<file path="config.mk">
export PLATFORM = sky130hd
export DESIGN_NAME = sync_updown_counter
export DESIGN_NICKNAME = d
export VERILOG_FILES = /design/src/rtl/counter_defs_pkg.sv /design/src/rtl/counter_next_calc.sv /design/src/rtl/sync_updown_counter.sv
export SDC_FILE = /design/constraint.sdc
export NUM_CORES = 1
export LEC_CHECK = 0
export BUFFER_PORTS_ARGS = -buffer_cell sky130_fd_sc_hd__buf_2
export CORE_AREA = 3 3 40 42
export DETAILED_ROUTE_END_ITERATION = 8
export DIE_AREA = 0 0 43 45
export SYNTH_ARGS = -nofsm -noshare
export SYNTH_HDL_FRONTEND = slang
export SYNTH_HIERARCHICAL = 1
export SYNTH_SLANG_ARGS = --single-unit
</file>
<file path="constraint.sdc">
create_clock -name clk -period 5.15 [get_ports clk]
set_input_delay 0.2575 -clock clk [delete_from_list [all_inputs] [get_ports clk]]
set_output_delay 0.2575 -clock clk [all_outputs]
set_load 0.01 [all_outputs]
</file>
<file path="src/rtl/counter_defs_pkg.sv">
// Shared counter encodings.
// Direction and bound-mode encodings used by every counting primitive
// in the codebase, so a stage driven by another block agrees on meaning.
package counter_defs_pkg;

  localparam logic DIR_UP    = 1'b1;
  localparam logic DIR_DN    = 1'b0;

  localparam logic MODE_WRAP = 1'b0;
  localparam logic MODE_SAT  = 1'b1;

endpackage

</file>
<file path="src/rtl/counter_next_calc.sv">
// Next-count calculator (purely combinational).
// Computes the value the counter takes if it counts this edge, and
// flags when the current value sits on the bound in the chosen direction.
//   q         : current count
//   up_dn     : direction (DIR_UP / DIR_DN)
//   sat_mode  : MODE_WRAP or MODE_SAT behaviour at the bound
//   next_q    : count after one step
//   bound_hit : q is at MAX_VAL going up, or at 0 going down
module counter_next_calc
  import counter_defs_pkg::*;
#(
  parameter int unsigned    N       = 4,
  parameter logic [N-1:0]   MAX_VAL = '1
) (
  input  logic [N-1:0] q,
  input  logic         up_dn,
  input  logic         sat_mode,
  output logic [N-1:0] next_q,
  output logic         bound_hit
);

  // Bounds are detected by compare against MAX_VAL rather than by N-bit
  // overflow, so non-power-of-two moduli wrap exactly.
  always_comb begin
    next_q    = q;
    bound_hit = 1'b0;
    case (up_dn)
      DIR_UP: begin
        if (q == MAX_VAL) begin
          bound_hit = 1'b1;
          next_q    = (sat_mode == MODE_WRAP) ? '0 : MAX_VAL;
        end else begin
          next_q = q + N'(1);
        end
      end
      DIR_DN: begin
        if (q == '0) begin
          bound_hit = 1'b1;
          next_q    = (sat_mode == MODE_WRAP) ? MAX_VAL : '0;
        end else begin
          next_q = q - N'(1);
        end
      end
      default: ;
    endcase
  end

endmodule

</file>
<file path="src/rtl/sync_updown_counter.sv">
// Parametrised synchronous up/down counter with programmable terminal
// value, parallel load, synchronous clear, wrap/saturate mode, a
// combinational terminal-count output and a sticky overflow flag.
//   clk      : rising-edge clock
//   reset_n  : asynchronous active-low reset (q=0, ovf=0)
//   clr      : synchronous clear (highest priority)
//   load     : synchronous load of load_val, clamped to MAX_VAL
//   load_val : value to load
//   en       : count enable (lowest priority)
//   up_dn    : 1 = up, 0 = down
//   sat_mode : 0 = wrap, 1 = saturate at the bounds
//   q        : registered count, range 0..MAX_VAL
//   tc       : counting this edge and q is at the bound in current direction
//   ovf      : sticky; set when a bound is crossed or a crossing is blocked
module sync_updown_counter #(
  parameter int unsigned N       = 4,
  parameter int unsigned MAX_VAL = 2**N - 1
) (
  input  logic         clk,
  input  logic         reset_n,
  input  logic         clr,
  input  logic         load,
  input  logic [N-1:0] load_val,
  input  logic         en,
  input  logic         up_dn,
  input  logic         sat_mode,
  output logic [N-1:0] q,
  output logic         tc,
  output logic         ovf
);

  localparam logic [N-1:0] MAX_Q = N'(MAX_VAL);

  logic [N-1:0] next_q;
  logic         bound_hit;
  logic [N-1:0] load_q;

  counter_next_calc #(
    .N       (N),
    .MAX_VAL (MAX_Q)
  ) u_next (
    .q         (q),
    .up_dn     (up_dn),
    .sat_mode  (sat_mode),
    .next_q    (next_q),
    .bound_hit (bound_hit)
  );

  assign load_q = (load_val > MAX_Q) ? MAX_Q : load_val;

  // tc is only meaningful when this edge will actually count, so it is
  // masked by the higher-priority clr/load; a cascaded stage can use it
  // directly as its enable.
  assign tc = en & ~clr & ~load & bound_hit;

  always_ff @(posedge clk or negedge reset_n) begin
    if (!reset_n) begin
      q   <= '0;
      ovf <= 1'b0;
    end else if (clr) begin
      q   <= '0;
      ovf <= 1'b0;
    end else if (load) begin
      q   <= load_q;
    end else if (en) begin
      q <= next_q;
      if (bound_hit) ovf <= 1'b1;
    end
  end

endmodule

</file>
==> impl_metrics.env <==
export IMPL_grt_overflow_total=0
export IMPL_holdPathEnd="q[2]"
export IMPL_relSlewSlack_pct=77.55
export IMPL_clock_sinks=5
export IMPL_hold_depth=2
export IMPL_io_buffers=16
export IMPL_fmax_mhz=455.2
export IMPL_startpoint_type="flip-flop"
export IMPL_synthCells=57
export IMPL_syn_nets=70
export IMPL_firstDrtPassIters=3
export IMPL_cts_htree_levels=1
export IMPL_outcome="finished, final reports clean"
export IMPL_drt_wirelength_per_cell_microns=12.39
export IMPL_reg2reg_slack_ns=3.12
export IMPL_synthTopCellsByCount="6 x mux2i_1, 5 x dfrtp_1, 5 x nor2b_1, 4 x a211oi_1, 4 x inv_1"
export IMPL_synth_edf_count=0
export IMPL_track_usage_pct=13.31
export IMPL_cts_max_path_buffers=2
export IMPL_crit_family="simple AND/OR/NAND/NOR gates"
export IMPL_core_area_sq_mm=0.001285
export IMPL_path_buf_inv=2
export IMPL_slowest_stage="dfrtp_1"
export IMPL_arrival_ns=1.94
export IMPL_post_route_period_util_pct=42.66
export IMPL_worstReg2RegStart="q[0]"
export IMPL_drc=0
export IMPL_clk_latency_ns=0.24
export IMPL_rows=13
export IMPL_synth_area_per_cell_sq_um=9.175
export IMPL_seq_area_frac_synth_pct=23.92
export IMPL_async_flop_share_pct=100.0
export IMPL_ir_drop_mv=0.1211
export IMPL_grt_pass1_vias=443
export IMPL_die_w_microns=43
export IMPL_synth_cell_types=27
export IMPL_synth_simple_area_share_pct=19.38
export IMPL_grt_pass1_wl_microns=1856
export IMPL_path_class="flip-flop to primary output"
export IMPL_die_y_microns=45
export IMPL_power_density_mw_per_mm2=226.9
export IMPL_synth_compound_area_share_pct=24.64
export IMPL_maxSlewViolCount=0
export IMPL_yosys_mux_area_fraction_pct=16.51
export IMPL_fin_tns_setup_ns=0
export IMPL_hpwlAfterDp_microns=849.9
export IMPL_grt_max_degree=13
export IMPL_hold_violations=0
export IMPL_finish_net_count=88
export IMPL_hold_start="clr"
export IMPL_ant_nets=0
export IMPL_synth_largest_area_cell="dfrtp_1"
export IMPL_yosys_warnings=6
export IMPL_endpoint_kind="primary output"
export IMPL_cp_cell_sequence="inv_1, ha_1, or3b_4, mux2i_1, nand3b_1, nor2_1, buf_2"
export IMPL_cts_buffers=3
export IMPL_layout_drive_gt1_share_pct=32.43
export IMPL_dominantRegCellSynth="dfrtp_1"
export IMPL_synth_most_common_cell="mux2i_1"
export IMPL_path_clk_slew_ns=0.04
export IMPL_fin_cells=89
export IMPL_r2r_end="q[1]"
export IMPL_tightest_slew_ns=0.3368
export IMPL_finalSetupViolCount=0
export IMPL_antenna_found_initial=0
export IMPL_postCtsSetupBuffers=0
export IMPL_synthAdderAreaFrac_pct=4.785
export IMPL_detailroute_via_count=483
export IMPL_drt_wl_total_microns=1103
export IMPL_drv_cap=0
export IMPL_gp_congestion=0.7088
export IMPL_synth_top_family_by_area="compound AO/OA/AOI/OAI gates"
export IMPL_grt_setup_unrepaired="false"
export IMPL_io_pins=17
export IMPL_ctsResizeCount=0
export IMPL_fin_crit_ns=2.197
export IMPL_skew_ns=0.0004836
export IMPL_cts_root_buffer="clkbuf_4"
export IMPL_antennaDiodeCount=0
export IMPL_viasPerCell=5.427
export IMPL_drt_iter0_drc=7
export IMPL_critPathMaxFanout=10
export IMPL_die_area_sq_mm=0.001935
export IMPL_synth_top_area_share_pct=23.92
export IMPL_synth_seq_cells=5
export IMPL_power_leakage_nw=0.3037
export IMPL_slowest_delay_ns=0.47
export IMPL_area_growth_pct=17.94
export IMPL_hp_class="input port to flip-flop"
export IMPL_netlist_area_sq_um=523.0
export IMPL_synth_xor_area_share_pct=0
export IMPL_start_util_pct=40.70
export IMPL_r2r_cells=7
export IMPL_dp_cells=84
export IMPL_synth_area_top_cells="dfrtp_1 24%, mux2i_1 11%, buf_6 6.5%"
export IMPL_worst_ep_required_time_ns=4.89
export IMPL_cts_tree="done"
==> cell families (layout without fill, tap and decap cells) <==
logic type      Yosys count  after routing
simple gates             17             17
fa+ha+maj                 2              2
compound gates           17             17
mux                       8              8
buf+inv                   8             25
flops                     5              5
==> report_power, final <==
group	internal, mW	total [mW]	switching [mW]
clock	0.0293	0.0458	0.0165
combinational	0.0247	0.0450	0.0204
sequential	0.0423	0.0491	0.00682
total	0.0963	0.140	0.0437
==> repair_timing <==
action	CTS	global route
endpoints found under the setup margin	0	0
endpoints found under the hold margin	5	0
hold buffers	1	0
==> final cells by class <==
type                    count  area (sq um)
flip-flops and latches      5         125.1
clock buffers               4         26.28
fillers                   129         668.1
inverters                   4         15.01
repair buffers             17         90.09
multi-input cells          44         341.6
well taps                  15         18.77
==> registers in the layout, indices dropped and copies added (netlist names) <==
name,cells
ovf,1
q,4
==> how the worst max path moves through the flow <==
stage | slack (ns) | cells after the start | from | endpoint
floorplan | 3.22 | 7 | q[0] | q[1]
global placement | 3.18 | 7 | q[0] | q[1]
detailed placement | 3.13 | 7 | q[0] | q[1]
CTS | 2.94 | 7 | q[0] | tc
global route | 2.80 | 7 | q[0] | tc
finish | 2.95 | 7 | q[0] | tc
==> routing by layer <==
metal  track usage (%)  vias to the layer above  share of wire (%)
met2             21.56                       17                 44
li1                  -                      244                  -
met3             1.992                        5                7.1
met4             12.65                        0                3.6
met5                 0                        -                  0
met1             14.91                      217                 45
==> placed cells by master, fill, tap and decap left out, types with 2 or more instances in the layout <==
master / n
nor2_1: 3
ha_1: 2
mux2i_1: 6
a21oi_1: 3
inv_1: 4
buf_2: 16
a211oi_1: 4
nor2b_1: 5
o32a_1: 2
dfrtp_1: 5
nand3_1: 2
clkbuf_4: 3
a21boi_0: 3
==> stage by stage <==
step / total power, mW / instance area, sq um / util [%] / hold WS (ns) / worst slack (ns)
floorplan: 0.08346 / 523.0 / - / -0.03809 / 3.222
global placement: 0.09391 / 580.6 / 45.18 / 0.07825 / 3.183
detailed placement: 0.09381 / 580.6 / 45.18 / 0.07597 / 3.130
CTS: 0.1412 / 616.8 / 48.00 / 0.2458 / 2.936
global route: 0.1482 / 616.8 / 48.00 / 0.2599 / 2.805
finish: 0.1400 / 616.8 / 48.00 / 0.2474 / 2.953
Note: power is estimated with default switching activity, not from simulation.
